File: config.mk
export PLATFORM = sky130hd
export DESIGN_NAME = id_stage
export DESIGN_NICKNAME = d
export VERILOG_FILES = /design/src/rtl/id_stage.sv
export SDC_FILE = /design/constraint.sdc
export NUM_CORES = 2
export LEC_CHECK = 0
export ABC_CLOCK_PERIOD_IN_PS = 7200
export CAP_MARGIN = 20
export CORE_UTILIZATION = 45
export CTS_CLUSTER_DIAMETER = 100
export CTS_CLUSTER_SIZE = 40
export DETAILED_ROUTE_END_ITERATION = 16
export GPL_TIMING_DRIVEN = 0
export PLACE_DENSITY = 0.71
export SETUP_SLACK_MARGIN = 0.4
export SLEW_MARGIN = 20
export SYNTH_ARGS = -nofsm -noshare
export SYNTH_HDL_FRONTEND = slang
export SYNTH_SLANG_ARGS = --single-unit
File: constraint.sdc
create_clock -name clk -period 7.2 [get_ports clk]
set_clock_uncertainty 0.2 [all_clocks]
set_input_delay 1.44 -clock clk [delete_from_list [all_inputs] [get_ports clk]]
set_output_delay 1.44 -clock clk [all_outputs]
set_load 0.02 [all_outputs]
File: src/rtl/id_stage.sv
`default_nettype none
// ============================================================================
// Module   : id_stage
// Purpose  : Instruction-decode stage of a 5-stage pipelined MIPS core.
//            Holds the register file (with optional same-cycle write-back
//            bypass), main control decode, sign extension, load-use hazard
//            detection, jump redirect and the ID/EX pipeline register.
// Ports    : clk, rst_n (sync, active-low)
//            if_valid/if_pc/if_inst  -> instruction held in IF/ID
//            id_ready                <- ID consumes IF/ID this cycle
//            flush, ex_ready         -> EX kill / EX back-pressure
//            wb_we/wb_rd/wb_data     -> register write-back from MEM/WB
//            jump_valid/jump_target  <- combinational IF redirect
//            id_ex_*                 <- registered ID/EX contents
// Revision : 1.0 - initial release
// ============================================================================
module id_stage #(
    parameter int XLEN      = 32,
    parameter int REG_COUNT = 32,
    parameter bit WB_BYPASS = 1'b1
) (
    input  logic            clk,
    input  logic            rst_n,
    input  logic            if_valid,
    input  logic [XLEN-1:0] if_pc,
    input  logic [31:0]     if_inst,
    output logic            id_ready,
    input  logic            flush,
    input  logic            ex_ready,
    input  logic            wb_we,
    input  logic [4:0]      wb_rd,
    input  logic [XLEN-1:0] wb_data,
    output logic            jump_valid,
    output logic [XLEN-1:0] jump_target,
    output logic            id_ex_valid,
    output logic [XLEN-1:0] id_ex_pc,
    output logic [XLEN-1:0] id_ex_rs_data,
    output logic [XLEN-1:0] id_ex_rt_data,
    output logic [XLEN-1:0] id_ex_imm,
    output logic [4:0]      id_ex_rs,
    output logic [4:0]      id_ex_rt,
    output logic [4:0]      id_ex_wreg,
    output logic [3:0]      id_ex_ex,
    output logic [2:0]      id_ex_mem,
    output logic [1:0]      id_ex_wb,
    output logic            id_ex_illegal
);

    localparam int RA = $clog2(REG_COUNT);

    localparam logic [5:0] C_OP_RTYPE = 6'h00;
    localparam logic [5:0] C_OP_LW    = 6'h23;
    localparam logic [5:0] C_OP_SW    = 6'h2B;
    localparam logic [5:0] C_OP_BEQ   = 6'h04;
    localparam logic [5:0] C_OP_ADDI  = 6'h08;
    localparam logic [5:0] C_OP_J     = 6'h02;

    logic [5:0]      w_opcode;
    logic [RA-1:0]   w_rs_idx;
    logic [RA-1:0]   w_rt_idx;
    logic [RA-1:0]   w_wb_idx;
    logic            w_rs_byp;
    logic            w_rt_byp;
    logic [XLEN-1:0] w_rs_data;
    logic [XLEN-1:0] w_rt_data;
    logic [3:0]      w_ex;
    logic [2:0]      w_mem;
    logic [1:0]      w_wb;
    logic            w_illegal;
    logic            w_rt_use;
    logic            w_load_use;
    logic            w_issue_valid;
    logic [4:0]      w_wreg;
    logic            w_seg_carry;
    logic [XLEN-29:0] w_jump_hi;

    logic [XLEN-1:0] r_rf [REG_COUNT];

    assign w_opcode = if_inst[31:26];
    // Index bits above RA alias onto the implemented registers.
    assign w_rs_idx = if_inst[21 +: RA];
    assign w_rt_idx = if_inst[16 +: RA];
    assign w_wb_idx = wb_rd[RA-1:0];

    // ------------------------------------------------------------------
    // Register file: r0 is hard-wired to zero, write-back is never
    // blocked by stall or flush, only by reset.
    // ------------------------------------------------------------------
    always_ff @(posedge clk) begin
        if (!rst_n) begin
            for (int i = 0; i < REG_COUNT; i++) begin
                r_rf[i] <= '0;
            end
        end else if (wb_we && (w_wb_idx != '0)) begin
            r_rf[w_wb_idx] <= wb_data;
        end
    end

    generate
        if (WB_BYPASS) begin : g_bypass
            assign w_rs_byp = wb_we && (w_wb_idx == w_rs_idx);
            assign w_rt_byp = wb_we && (w_wb_idx == w_rt_idx);
        end else begin : g_no_bypass
            assign w_rs_byp = 1'b0;
            assign w_rt_byp = 1'b0;
        end
    endgenerate

    assign w_rs_data = (w_rs_idx == '0) ? '0 : (w_rs_byp ? wb_data : r_rf[w_rs_idx]);
    assign w_rt_data = (w_rt_idx == '0) ? '0 : (w_rt_byp ? wb_data : r_rf[w_rt_idx]);

    // ------------------------------------------------------------------
    // Main control decode
    // ------------------------------------------------------------------
    always_comb begin
        w_ex      = 4'b0000;
        w_mem     = 3'b000;
        w_wb      = 2'b00;
        w_illegal = 1'b0;
        w_rt_use  = 1'b0;
        case (w_opcode)
            C_OP_RTYPE: begin
                w_ex     = 4'b1010;
                w_wb     = 2'b10;
                w_rt_use = 1'b1;
            end
            C_OP_LW: begin
                w_ex  = 4'b0100;
                w_mem = 3'b010;
                w_wb  = 2'b11;
            end
            C_OP_SW: begin
                w_ex     = 4'b0100;
                w_mem    = 3'b001;
                w_rt_use = 1'b1;
            end
            C_OP_BEQ: begin
                w_ex     = 4'b0001;
                w_mem    = 3'b100;
                w_rt_use = 1'b1;
            end
            C_OP_ADDI: begin
                w_ex = 4'b0100;
                w_wb = 2'b10;
            end
            C_OP_J: begin
                w_ex = 4'b0000;
            end
            default: begin
                w_illegal = 1'b1;
            end
        endcase
    end

    assign w_wreg = w_ex[3] ? if_inst[15:11] : if_inst[20:16];

    // rs is compared for every opcode; a spurious match can only cost a
    // one-cycle stall, never a wrong result.
    assign w_load_use = if_valid && id_ex_valid && id_ex_mem[1] && (id_ex_wreg != 5'd0) &&
                        ((id_ex_wreg == if_inst[25:21]) ||
                         (w_rt_use && (id_ex_wreg == if_inst[20:16])));

    assign id_ready   = rst_n && (flush || (ex_ready && !w_load_use));
    assign jump_valid = rst_n && if_valid && (w_opcode == C_OP_J) && ex_ready &&
                        !w_load_use && !flush;

    // Upper bits of pc+4: adding 4 carries out of bit 27 only when
    // pc[27:2] is all ones, so the low bits never need a full adder.
    assign w_seg_carry = &if_pc[27:2];
    assign w_jump_hi   = if_pc[XLEN-1:28] + {{(XLEN-29){1'b0}}, w_seg_carry};
    assign jump_target = {w_jump_hi, if_inst[25:0], 2'b00};

    // An accepted jump is fully handled by the redirect; it travels as a bubble.
    assign w_issue_valid = if_valid && (w_opcode != C_OP_J);

    // ------------------------------------------------------------------
    // ID/EX pipeline register: reset > flush > hold > bubble > load
    // ------------------------------------------------------------------
    always_ff @(posedge clk) begin
        if (!rst_n) begin
            id_ex_valid   <= 1'b0;
            id_ex_pc      <= '0;
            id_ex_rs_data <= '0;
            id_ex_rt_data <= '0;
            id_ex_imm     <= '0;
            id_ex_rs      <= '0;
            id_ex_rt      <= '0;
            id_ex_wreg    <= '0;
            id_ex_ex      <= '0;
            id_ex_mem     <= '0;
            id_ex_wb      <= '0;
            id_ex_illegal <= 1'b0;
        end else if (flush || (ex_ready && w_load_use)) begin
            id_ex_valid   <= 1'b0;
            id_ex_ex      <= '0;
            id_ex_mem     <= '0;
            id_ex_wb      <= '0;
            id_ex_illegal <= 1'b0;
        end else if (ex_ready) begin
            id_ex_valid   <= w_issue_valid;
            id_ex_pc      <= if_pc;
            id_ex_rs_data <= w_rs_data;
            id_ex_rt_data <= w_rt_data;
            id_ex_imm     <= {{(XLEN-16){if_inst[15]}}, if_inst[15:0]};
            id_ex_rs      <= if_inst[25:21];
            id_ex_rt      <= if_inst[20:16];
            id_ex_wreg    <= w_wreg;
            id_ex_ex      <= w_issue_valid ? w_ex : 4'b0000;
            id_ex_mem     <= w_issue_valid ? w_mem : 3'b000;
            id_ex_wb      <= w_issue_valid ? w_wb : 2'b00;
            id_ex_illegal <= w_issue_valid ? w_illegal : 1'b0;
        end
    end

endmodule
`default_nettype wire
**Yosys cells after proc, flatten, opt, wreduce, memory -nomap -nowiden**

Memories as Yosys holds them, arrays and structs flattened.
Index checks and enable logic that the tools add are counted.

- Flip-flop bits (word level): 138
- RAM bits: 1,024
- Bits of input ports: 107
- Word-level logic and storage cells: 82
- Memories kept: 1

Memories:

| memory | words | width | rd ports | clocked after memory_dff | write ports | line | source |
|---|---|---|---|---|---|---|---|
| r_rf | 32 | 32 | 2 | 0 | 32 | 77 | `logic [XLEN-1:0] r_rf [REG_COUNT];` |

- Add/sub/neg operators: 1
- Eq/ne operators: 10
- Mux-type cells: 21
- Bitwise logic cells: 2
- Reduce and logical (&&, ||, !) cells: 35

Operator list:

| kind | number |
|---|---|
| 32-bit 2-to-1 mux | 5 |
| 32-bit OR reduction | 1 |
| 26-bit AND reduction | 1 |
| 5-bit equality test | 4 |
| 1-bit logical AND | 17 |
| 6-bit equality test (second input constant) | 2 |
| 4-bit case mux with 3 select lines | 1 |
| 5-bit zero test | 2 |
| 5-bit 2-to-1 mux | 2 |
| 5-bit nonzero test | 2 |
| 3-bit case mux with 3 select lines | 1 |
| 1-bit 2-to-1 mux | 8 |
| 6-bit by 2-bit equality test with 1-bit output (second input constant) | 1 |
| 6-bit by 3-bit equality test with 1-bit output (second input constant) | 1 |
| 6-bit by 4-bit equality test with 1-bit output (second input constant) | 1 |
| 6-bit zero test | 1 |
| 6-bit by 2-bit inequality test with 1-bit output (second input constant) | 1 |
| 3-bit OR reduction | 2 |
| 6-bit OR reduction | 1 |
| 4-bit by 1-bit adder with 4-bit output | 1 |
| 4-bit 2-to-1 mux | 1 |
| 2-bit case mux with 2 select lines | 1 |
| 2-bit OR reduction | 2 |
| 1-bit logical OR | 3 |
| other kinds (5) | 7 |

**Logic depth before layout (Yosys ltp)**

- Word-level depth: 10
- Gate-level depth with buffers: 11

**Worst setup path before layout**

Ideal clock, no wire load.

- Kind: in2reg
- From: in wb_rd[2]
- To: mem r_rf[20][0] (enable)
- Setup time: 466 ps
- Arrival: 4,949 ps
- Data required time: 6,534 ps
- Setup slack: 1,585 ps
- Stages on the path: 7
- Path buffers: 4
- Cells stage by stage: clkbuf_1 or3_1 clkbuf_1 nand3b_1 clkbuf_1 clkbuf_1 o21ai_0

RTL lines:

| what | line | source |
|---|---|---|
| from (decl) | 31 | `input logic [4:0] wb_rd,` |
| to (decl) | 77 |  |

**Worst setup path in the final report**

- From: in if_inst[21]
- To: out jump_valid

- Word-level cells in the longest chain between the ends: 6

Ends and longest elaborated chain:

| what | line | source |
|---|---|---|
| from (decl) | 26 | `input logic [31:0] if_inst,` |
| 5-bit equality test | 160 | `((id_ex_wreg == if_inst[25:21]) \|\|` |
| 1-bit logical OR | 160 |  |
| 1-bit logical AND | 159 | `assign w_load_use = if_valid && id_ex_valid && id_ex_mem[1] && (id_ex_wreg != 5'd0) &&` |
| 1-bit zero test | 165 | `!w_load_use && !flush;` |
| 1-bit logical AND | 164 | `assign jump_valid = rst_n && if_valid && (w_opcode == C_OP_J) && ex_ready &&` |
| 1-bit logical AND | 165 |  |
| to (decl) | 33 | `output logic jump_valid,` |

Every way passes these cells.

==> summary.md <==
| Metric | Value |
|---|---|
| Status | completed |
| Routed WL | ~220 mm |
| Layout cell share with drive strength beyond 1 | between 20% and 30% |
| Final hold vios | 0 |
| Die X | 367 um |
| CP max FO | 11 |
| Final HPWL DP | roughly 160 mm |
| Post-route DRC | 0 |
| Clk pin slew, worst setup/hold paths | approximately 0.15 ns |
| Average wire per standard cell | roughly 36 um |
| Ports | ~300 |
| Vias in the first global route | 38,700 |
| Synth Area per Inst | 15.8 um^2 |
| DP Area | between 0.06 and 0.07 mm^2 |
| Cells after Synth | ~3,800 |
| Rows | approximately 130 |
| DRT iter0 DRCs | between 6,000 and 7,000 |
| Final Total Pwr | ~14 mW |
| First-pass GRT wire length | ~300 mm |
| CP endpoint kind | output port |
| Seq/Total Area, Yosys | a little under three fifths |
| Cell area power density | around 200 mW/mm^2 |
| Worst skew pair latency | slightly above 0.7 ns |
| WHS | between 0.2 and 0.3 ns |
| Tot GR Track Use | 31.9% |
| Starting density of the core | 45.4% |
| Pins over their slew limit | 0 |
| # Post-CTS Setup Buffers | 0 |
| Internal power | between 9 and 10 mW |
| Die area | approximately 0.13 mm^2 |
| Post-synth cell types | 49 |
| Core area | ~0.13 mm^2 |
| PortBufs | 279 |
| Slew at the pin with the worst max-slew slack | 1.27 ns |
| Worst VDD drop | 0.204 mV |
| Area of the multi-input gates | roughly 0.025 mm^2 |
| Most common cell in the synthesized netlist | edfxtp_1 |
| Reg area | ~0.033 mm^2 |
| Post-synth EDFFs | approximately 1,000 |
| RePlAce Congestion | 0.981 |
| Die height | about 370 um |
| Post-synth top area share | 51.4% |
| Crit. Startpoint | if_inst[21] |
| LEAKAGE | about 23 nW |
| Max transition margin | around 14% |
| Predominant post-synthesis flop cell | edfxtp_1 |
| Congestion Overflow GR | 0 |
| Area grow syn2layout | 14.5% |
| Asr flop ratio synth | 0% |
| TritonCTS clock tree | done |
| WP data required | about 5.6 ns |
| Max clock buf depth | 3 |
| Sinks on Clock Net | between 1,000 and 1,500 |
| Seq pwr share | ~58% |
| Final net count | 4,306 |
| First-pass iteration count of the detailed router | 6 |
| Worst hold path startpoint | id_ex_mem[0] |
| Crit share post-route | between 90% and 100% |
| Switching part of the total | approximately 28% |
| Vias post-DR | ~40,000 |
| Initial antenna violation count | 22 |
| ANT nets after route | 0 |
| Yosys warning total | 0 |
| Startpoint Class | input port |
| Post-Layout Inst Area | between 0.06 and 0.07 mm^2 |
| WP data arrival | a little over 5 ns |
| Fmax | between 0.1 and 0.15 GHz |
| # setup viols final | 0 |
| Synth Cell Area | around 0.060 mm^2 |
| Htree depth | 2 |
| WS Path Type | input port to output port |
| Root Driver | clkbuf_16 |
| RSZ-0062 raised after global routing | false |
| Clock power frac | roughly 25% |
| Switching power | approximately 3.8 mW |
| Post-synth top area cell | edfxtp_1 |
| Synthesis-stage register bit count | 1,160 |
| Start of the worst register-to-register path | id_ex_wreg[0] |
| Vias per inst | 6.61 |
| Layout Utilization | about 52% |
| TritonCTS buffer count | 40 |
| Final Critical Period | roughly 6.7 ns |
| Largest net degree at the start of global routing | 42 |
| Combinational Power Share | between 10% and 20% |
| Synth top cells by count | edfxtp_1, and2_1, mux4_2 |
| Max-Cap Viols | 0 |
| # fillers | 10,600 |
| Synth top area cells | edfxtp_1, mux4_2, and2_1 |
| Worst hold path type | flop to flop |
## state kept, by name, indices dropped and copies added, names as in the netlist
name           cells
id_ex_pc          32
id_ex_wb           1
id_ex_valid        1
id_ex_ex           3
id_ex_illegal      1
id_ex_rs           5
id_ex_wreg         5
id_ex_rt           5
id_ex_imm         16
id_ex_mem          3
r_rf            1024
id_ex_rt_data     32
id_ex_rs_data     32
## placed cells by master (no fill, tap or decap), types with 4 or more instances in the layout
cell and count:
a21oi_1 6, a221o_1 63, a311oi_1 5, and2_1 961
and3_1 4, buf_1 11, buf_16 60, buf_2 62
buf_4 59, clkbuf_1 310, clkbuf_16 41, clkbuf_2 26
clkdlybuf4s50_1 279, clkinv_8 6, conb_1 34, dfxtp_1 136
diode_2 15, edfxtp_1 1024, inv_1 6, inv_6 7
mux2i_1 125, mux4_2 638, nand2_1 24, nand3_1 10
nand3b_1 7, nand4_1 7, nor2_1 107, nor3_1 35
nor4_1 61, nor4_2 5, o21ai_4 31, xnor2_1 10
xor2_1 12
## stage by stage
step           setup WS, ns  cells   TNS, ns
6_report              0.463   5998         0
3_3_place_gp          -2.03   5845  -1592.99
4_1_cts               0.598   5982         0
5_1_grt               0.408   5991         0
2_1_floorplan          1.59   3811         0
3_5_place_dp          0.389   5909         0
## logic make-up after synthesis
logic type / Yosys count / synth area share, %
compound gates: 120 / 1.64
simple gates: 1239 / 12.4
flops: 1160 / 56.0
mux: 763 / 26.1
buf+inv: 471 / 3.48
other cells: 1 / 0.00627
fa+ha+maj: 2 / 0.0418
xor+xnor: 22 / 0.322
## final cells by class
cell class,instances,share of cell area [%]
antenna,15,0.0548
buffer,465,3.07
clock buffer,49,1.56
clock inverter,24,0.446
inverter,6,0.0329
multi-input combinational,2180,36.1
sequential,1160,48.9
tap,1755,3.21
timing repair buffer,344,6.62
## final timing paths
kind / end / slack, ns / cells after the start
setup / recovery: jump_valid / 0.46 / 9
hold / removal: id_ex_mem[0] / 0.28 / 2
setup reg to reg: id_ex_rt_data[18] / 3.30 / 7
hold reg to reg: id_ex_mem[0] / 0.28 / 2
## power groups by stage
stage | Combinational [mW] | Clock, mW | Sequential, mW
6_report | 2.33 | 3.43 | 7.88
5_1_grt | 2.36 | 3.57 | 7.92
4_1_cts | 2.27 | 3.39 | 7.87
3_5_place_dp | 2.27 | 0 | 8.02
3_3_place_gp | 2.10 | 0 | 8.05
2_1_floorplan | 1.21 | 0 | 8.01
## critical path, stage by stage
cell	delay (ns)
clkbuf_1	0.66
clkbuf_2	0.55
xor2_1	0.12
nor3_1	0.21
nand3_1	0.15
o21ai_2	0.31
clkdlybuf4s15_1	0.79
nor3_1	0.15
clkdlybuf4s50_1	0.68
## per-layer routing
metal	global-route usage, %	up-vias	routed length (um)
met5	0	-	91
met2	47.3	3416	95100
li1	-	15400	-
met1	40.8	20200	74600
met3	9.26	637	29700
met4	21.0	12	16300
## what timing repair did
item | in CTS | in global routing
resized for setup | 1 | 2
endpoints found under the setup margin | 1 | 1
pin swaps | 0 | 0
hold buffers | 0 | 0
Power figures use the tool's default switching activity.
